<file path="src/rtl/mdio_responder.sv">
// MDIO (clause 22) management responder: answers frames addressed to PHY_ADDR on a small register file.
// Optional macro MDIO_PREAMBLE_SUPPRESS_EN: after a completed or aborted frame, accept a shortened preamble.
module mdio_responder #(
   parameter logic [4:0]  PHY_ADDR = 5'h01,
   parameter logic [15:0] PHY_ID1  = 16'h0022,
   parameter logic [15:0] PHY_ID2  = 16'h1560
) (
   input  logic        clk_rmii,
   input  logic        rst,
   input  logic        i_mdc,
   input  logic        i_mdio,
   output logic        o_mdio,
   output logic        oe_mdio,
   input  logic [15:0] status_i,
   output logic [15:0] ctrl_o,
   output logic        frame_done
);

   typedef enum logic [2:0] {IDLE, ST, OP, PHYAD, REGAD, TA, RDATA, WDATA} state_t;

   state_t      state, state_nxt;
   logic        mdc_p0, mdc_p1, mdc_p2;
   logic        mdio_p0, mdio_p1;
   logic        mdc_rise, bit_in;
   logic [4:0]  bit_cnt, bit_cnt_nxt;
   logic [5:0]  pre_cnt, pre_cnt_nxt;
   logic        pre_ok;
   logic        op_msb, op_msb_nxt;
   logic        op_rd, op_rd_nxt;
   logic [14:0] sh_in, sh_in_nxt;
   logic        adr_ok, adr_ok_nxt;
   logic [4:0]  reg_ad, reg_ad_nxt;
   logic [15:0] rd_sr, rd_sr_nxt;
   logic        oe_q, oe_nxt;
   logic        od_q, od_nxt;
   logic        done_nxt;
   logic        wr_en;
   logic [15:0] wr_data;
   logic        soft_pend;
   logic [4:0]  ra_now;
   logic [15:0] rd_mux;
   logic [15:0] reg0;
   logic [15:0] scratch [4];

   function automatic logic [5:0] sat_inc(input logic [5:0] c);
      return (c == 6'd32) ? c : c + 6'd1;
   endfunction

   assign mdc_rise   = mdc_p1 & ~mdc_p2;
   assign bit_in     = mdio_p1;
   assign ra_now     = {sh_in[3:0], bit_in};
   assign wr_data    = {sh_in, bit_in};
   assign o_mdio     = od_q;
   assign oe_mdio    = oe_q;
   assign ctrl_o     = reg0;

`ifdef MDIO_PREAMBLE_SUPPRESS_EN
   logic seen_frame;

   always_ff @(posedge clk_rmii) begin
      if (rst)
         seen_frame <= 1'b0;
      else if (state != IDLE && state_nxt == IDLE)
         seen_frame <= 1'b1;
   end

   assign pre_ok = (pre_cnt == 6'd32) || (seen_frame && pre_cnt != 6'd0);
`else
   assign pre_ok = (pre_cnt == 6'd32);
`endif

   // Read value is captured on the edge carrying the last register-address bit.
   always_comb begin
      rd_mux = 16'h0000;
      case (ra_now)
         5'd0:                      rd_mux = reg0;
         5'd1:                      rd_mux = status_i;
         5'd2:                      rd_mux = PHY_ID1;
         5'd3:                      rd_mux = PHY_ID2;
         5'd4, 5'd5, 5'd6, 5'd7:    rd_mux = scratch[ra_now[1:0]];
         default:                   rd_mux = 16'h0000;
      endcase
   end

   always_comb begin
      state_nxt   = state;
      bit_cnt_nxt = bit_cnt;
      pre_cnt_nxt = pre_cnt;
      op_msb_nxt  = op_msb;
      op_rd_nxt   = op_rd;
      sh_in_nxt   = sh_in;
      adr_ok_nxt  = adr_ok;
      reg_ad_nxt  = reg_ad;
      rd_sr_nxt   = rd_sr;
      oe_nxt      = oe_q;
      od_nxt      = od_q;
      done_nxt    = 1'b0;
      wr_en       = 1'b0;
      if (mdc_rise) begin
         bit_cnt_nxt = bit_cnt + 5'd1;
         sh_in_nxt   = {sh_in[13:0], bit_in};
         case (state)
            IDLE: begin
               bit_cnt_nxt = 5'd0;
               if (bit_in) begin
                  pre_cnt_nxt = sat_inc(pre_cnt);
               end else begin
                  pre_cnt_nxt = 6'd0;
                  if (pre_ok)
                     state_nxt = ST;
               end
            end
            ST: begin
               bit_cnt_nxt = 5'd0;
               state_nxt   = bit_in ? OP : IDLE;
            end
            OP: begin
               if (bit_cnt == 5'd0) begin
                  op_msb_nxt = bit_in;
               end else begin
                  bit_cnt_nxt = 5'd0;
                  op_rd_nxt   = op_msb;
                  state_nxt   = (op_msb != bit_in) ? PHYAD : IDLE;
               end
            end
            PHYAD: begin
               if (bit_cnt == 5'd4) begin
                  bit_cnt_nxt = 5'd0;
                  adr_ok_nxt  = (ra_now == PHY_ADDR);
                  state_nxt   = REGAD;
               end
            end
            REGAD: begin
               if (bit_cnt == 5'd4) begin
                  bit_cnt_nxt = 5'd0;
                  reg_ad_nxt  = ra_now;
                  rd_sr_nxt   = rd_mux;
                  state_nxt   = TA;
               end
            end
            TA: begin
               if (bit_cnt == 5'd0) begin
                  oe_nxt = op_rd & adr_ok;
                  od_nxt = 1'b0;
               end else begin
                  bit_cnt_nxt = 5'd0;
                  if (op_rd) begin
                     od_nxt    = oe_q & rd_sr[15];
                     rd_sr_nxt = {rd_sr[14:0], 1'b0};
                     state_nxt = RDATA;
                  end else begin
                     state_nxt = WDATA;
                  end
               end
            end
            RDATA: begin
               if (bit_cnt == 5'd15) begin
                  oe_nxt    = 1'b0;
                  od_nxt    = 1'b0;
                  done_nxt  = adr_ok;
                  state_nxt = IDLE;
               end else begin
                  od_nxt    = oe_q & rd_sr[15];
                  rd_sr_nxt = {rd_sr[14:0], 1'b0};
               end
            end
            WDATA: begin
               if (bit_cnt == 5'd15) begin
                  wr_en     = adr_ok;
                  done_nxt  = adr_ok;
                  state_nxt = IDLE;
               end
            end
            default: state_nxt = IDLE;
         endcase
      end
   end

   always_ff @(posedge clk_rmii) begin
      if (rst) begin
         mdc_p0     <= 1'b1;
         mdc_p1     <= 1'b1;
         mdc_p2     <= 1'b1;
         mdio_p0    <= 1'b1;
         mdio_p1    <= 1'b1;
         state      <= IDLE;
         bit_cnt    <= 5'd0;
         pre_cnt    <= 6'd0;
         op_msb     <= 1'b0;
         op_rd      <= 1'b0;
         sh_in      <= '0;
         adr_ok     <= 1'b0;
         reg_ad     <= 5'd0;
         rd_sr      <= '0;
         oe_q       <= 1'b0;
         od_q       <= 1'b0;
         frame_done <= 1'b0;
         soft_pend  <= 1'b0;
         reg0       <= 16'h0000;
         for (int i = 0; i < 4; i++) scratch[i] <= 16'h0000;
      end else begin
         mdc_p0     <= i_mdc;
         mdc_p1     <= mdc_p0;
         mdc_p2     <= mdc_p1;
         mdio_p0    <= i_mdio;
         mdio_p1    <= mdio_p0;
         state      <= state_nxt;
         bit_cnt    <= bit_cnt_nxt;
         pre_cnt    <= pre_cnt_nxt;
         op_msb     <= op_msb_nxt;
         op_rd      <= op_rd_nxt;
         sh_in      <= sh_in_nxt;
         adr_ok     <= adr_ok_nxt;
         reg_ad     <= reg_ad_nxt;
         rd_sr      <= rd_sr_nxt;
         oe_q       <= oe_nxt;
         od_q       <= od_nxt;
         frame_done <= done_nxt;
         // Soft reset lands one cycle after the register-0 write that requested it.
         soft_pend  <= wr_en && (reg_ad == 5'd0) && wr_data[15];
         if (soft_pend) begin
            reg0 <= 16'h0000;
            for (int i = 0; i < 4; i++) scratch[i] <= 16'h0000;
         end else if (wr_en) begin
            case (reg_ad)
               5'd0:                   reg0 <= {1'b0, wr_data[14:0]};
               5'd4, 5'd5, 5'd6, 5'd7: scratch[reg_ad[1:0]] <= wr_data;
               default: ;
            endcase
         end
      end
   end

endmodule
</file>
<file path="config.mk">
export PLATFORM = sky130hd
export DESIGN_NAME = mdio_responder
export DESIGN_NICKNAME = d
export VERILOG_FILES = /design/src/rtl/mdio_responder.sv
export SDC_FILE = /design/constraint.sdc
export NUM_CORES = 1
export LEC_CHECK = 0
export ABC_AREA = 1
export ABC_CLOCK_PERIOD_IN_PS = 4500
export BUFFER_PORTS_ARGS = -buffer_cell sky130_fd_sc_hd__buf_2
export CORE_MARGIN = 4
export CORE_UTILIZATION = 45
export CTS_CLUSTER_DIAMETER = 120
export CTS_CLUSTER_SIZE = 14
export DETAILED_ROUTE_END_ITERATION = 10
export GPL_ROUTABILITY_DRIVEN = 0
export MAX_ROUTING_LAYER = met4
export PLACE_DENSITY_LB_ADDON = 0.12
export SKIP_CTS_REPAIR_TIMING = 1
export SLEW_MARGIN = 25
export SYNTH_ARGS = -nofsm -noshare
export SYNTH_HDL_FRONTEND = slang
export SYNTH_SLANG_ARGS = --single-unit
</file>
<file path="constraint.sdc">
create_clock -name clk_rmii -period 4.5 [get_ports clk_rmii]
set_input_delay 0.45 -clock clk_rmii [delete_from_list [all_inputs] [get_ports clk_rmii]]
set_output_delay 0.45 -clock clk_rmii [all_outputs]
set_load 0.005 [all_outputs]
</file>
==> impl_metrics.ini <==
[clock_network]
clk_latency_ns = 0.42
cts_tree = done
cts-root-buf = clkbuf_16
h-tree-depth = 4
cts_buffers = 17
clk_pin_slew_worst_paths_ns = 0.06
clkSinkCount = 141
cts_buffer_depth = 2

[final_layout]
final_common_cell = nand2_1
drive_gt1_share_pct = 9.881
antenna_cells = 0
nets = 933
fillCellCount = 1402
final_util_pct = 51.56
layout_common_cells = nand2_1 (284), nor2_1 (142), inv_1 (79)
syn_to_final_growth_pct = 12.19

[logic_synthesis]
synth_seq_cells = 141
synth_flop_cell = dfxtp_1
avgSynthCellArea_sq_um = 7.525
ys_warn_count = 0
synth_top_area_share_pct = 28.66
yosysTopAreaCell = edfxtp_1
ys_async_sr_fraction_pct = 0
synth_edf_count = 64
synth_fp_nets = 916
syn_inst = 891
synth_cell_types = 32
synthTopCellsByArea = edfxtp_1 (29%), dfxtp_1 (23%), nand2_1 (16%)
syn_area_sq_um = 6705
yosysSeqAreaShare_pct = 51.65

[floorplanning]
fp-row-count = 44
dieHeight_um = 130.1
die_area_sq_um = 16920
core_area_sq_um = 14590
initial_core_util_pct = 45.96
die_width_um = 130.1
ioPinCount = 39

[drt]
vias = 5740
drc_errors = 0
via_per_inst = 5.195
firstDrtPassIters = 5
wirelength_mm = 18.14
drt-initial-drc-count = 633
ant_nets = 0
wire_per_inst_um = 16.42

[timing]
final.setup.tns_ns = 0
max_freq_mhz = 356.5
final_hold_viol_count = 0
setup_viol = 0
finClkSkew_ns = 0.009785
min_period_ns = 2.805
drv_slew = 0
rsz0062_at_grt = false
fin_hold_ws_ns = 0.2118
worst_pin_slew_ns = 0.8836
finalCritPeriodShare_pct = 62.33
relSlewSlack_pct = 40.88
layout_setup_ws_ns = 1.695

[worst_setup_path]
r2r_end = scratch[1][13]
worstPathCellList = ha_1 -> nand2_1 -> nor2_1 -> ha_1 -> nand2_1 -> inv_1 -> nand4_1 -> nand3b_4 -> nor2_4 -> nand2_2 -> nand2_1
cp_slowest_stage_delay_ns = 0.59
rr_worst_depth = 11
critPathLaunchType = flop
crit_start = bit_cnt[0]
endpoint_kind = flop
endpoint = scratch[1][13]
arrival_ns = 2.85
cp.required_ns = 4.55
cp_max_fo = 17
reg2reg_from = bit_cnt[0]
r2r_slack_ns = 1.70
path_class = flop to flop
crit_top_cell = nand2_1
slowest_stage = nand2_1

[global_routing]
grt_start_max_net_pins = 46
grt_pass1_vias = 5428
grt_first_pass_wirelength_mm = 28.24
antenna_found_initial = 0
grtUsageTotal_pct = 22.88
grt-ovfl-total = 0

[place]
pre_cts_slack_ns = 1.764
dp_hpwl_mm = 12.46
portBuffers = 37

[status]
status = complete, no violations

[pwr]
leakagePower_nw = 3.250
power_density_nw_per_um2 = 386.2
vdd_drop_max_uv = 264.7
power_mw = 2.905

[min_path]
hold_path_class = input pin to flop

[job]
maxCapViolCount = 0
[final cells by class]
cell class                      count  area (sq um)  area share (%)
Timing Repair Buffer               41         215.2           2.861
Clock buffer                       20         446.7           5.938
Tap cell                          184         230.2           3.061
Sequential cell                   141          3463           46.04
Multi-Input combinational cell    624          2735           36.36
Clock inverter                     12         120.1           1.597
Inverter                           83         311.5           4.142
[synth_stat cells (3+ instances only)]
| master | count |
|---|---|
| dfxtp_1 | 77 |
| or2_2 | 6 |
| o21ai_0 | 46 |
| a21oi_1 | 59 |
| ha_1 | 5 |
| nand2_1 | 284 |
| xor2_1 | 4 |
| nor2_4 | 3 |
| clkbuf_1 | 18 |
| nor2_1 | 143 |
| buf_2 | 17 |
| nand2_2 | 5 |
| inv_1 | 79 |
| edfxtp_1 | 64 |
| buf_4 | 5 |
| inv_2 | 3 |
| nand3_1 | 39 |
| nor3_1 | 3 |
| nand4_1 | 14 |
[registers in the layout, indices dropped and copies added, names as in the netlist, 3 cells and up]
signal	cells
bit_cnt	5
ctrl_o	15
pre_cnt	6
rd_sr	16
reg_ad	5
scratch	64
sh_in	15
state	3
[power by group]
part	switching (mW)	leakage, nW	internal [mW]
clock	0.526	0.275	0.824
combinational	0.123	1.73	0.0462
sequential	0.0160	1.25	1.37
[metal layers]
layer | vias up | wire length [um] | share of wire (%) | GRT usage [%]
li1 | 2870 | - | - | -
met1 | 2665 | 7909 | 44 | 28.62
met2 | 173 | 8875 | 49 | 37.66
met3 | 32 | 966 | 5.3 | 3.889
met4 | 0 | 392 | 2.2 | 7.824
met5 | - | 0 | 0 | -
[through the flow]
step | instance area, sq um | instances
floorplan | 6705 | 891
global placement | 6950 | 1073
detailed placement | 6950 | 1073
CTS | 7517 | 1105
global route | 7522 | 1105
finish | 7522 | 1105
[critical path, delay by kind of cell, from the launching register on]
kind / cells / cell delay, ns
adder cells (fa/ha/maj): 2 / 0.38
AND/OR/NAND/NOR: 8 / 1.61
flip-flops: 1 / 0.39
buffers and inverters: 1 / 0.06
[how the worst min path moves through the flow]
stage	endpoint	from	slack (ns)	cells past startpoint
2_1_floorplan	bit_in	mdio_p0	0.39	1
3_3_place_gp	bit_in	mdio_p0	0.39	1
3_5_place_dp	bit_in	mdio_p0	0.40	1
4_1_cts	mdc_p0	i_mdc	0.20	2
5_1_grt	mdc_p0	i_mdc	0.21	2
6_report	mdc_p0	i_mdc	0.21	2
[cells by family (layout without fill, tap and decap cells)]
family                     Yosys count  in the layout  synth area share, %
AOI/OAI and AO/OA                  109            109                8.266
DFF                                141            141                51.65
buffers and inverters              126            156                7.669
and+or+nand+nor                    505            505                30.90
other                                1              1              0.05593
adders and majority gates            5              5               0.9330
xor gates and xnor gates             4              4               0.5224
(Power assumes the default switching activity.)
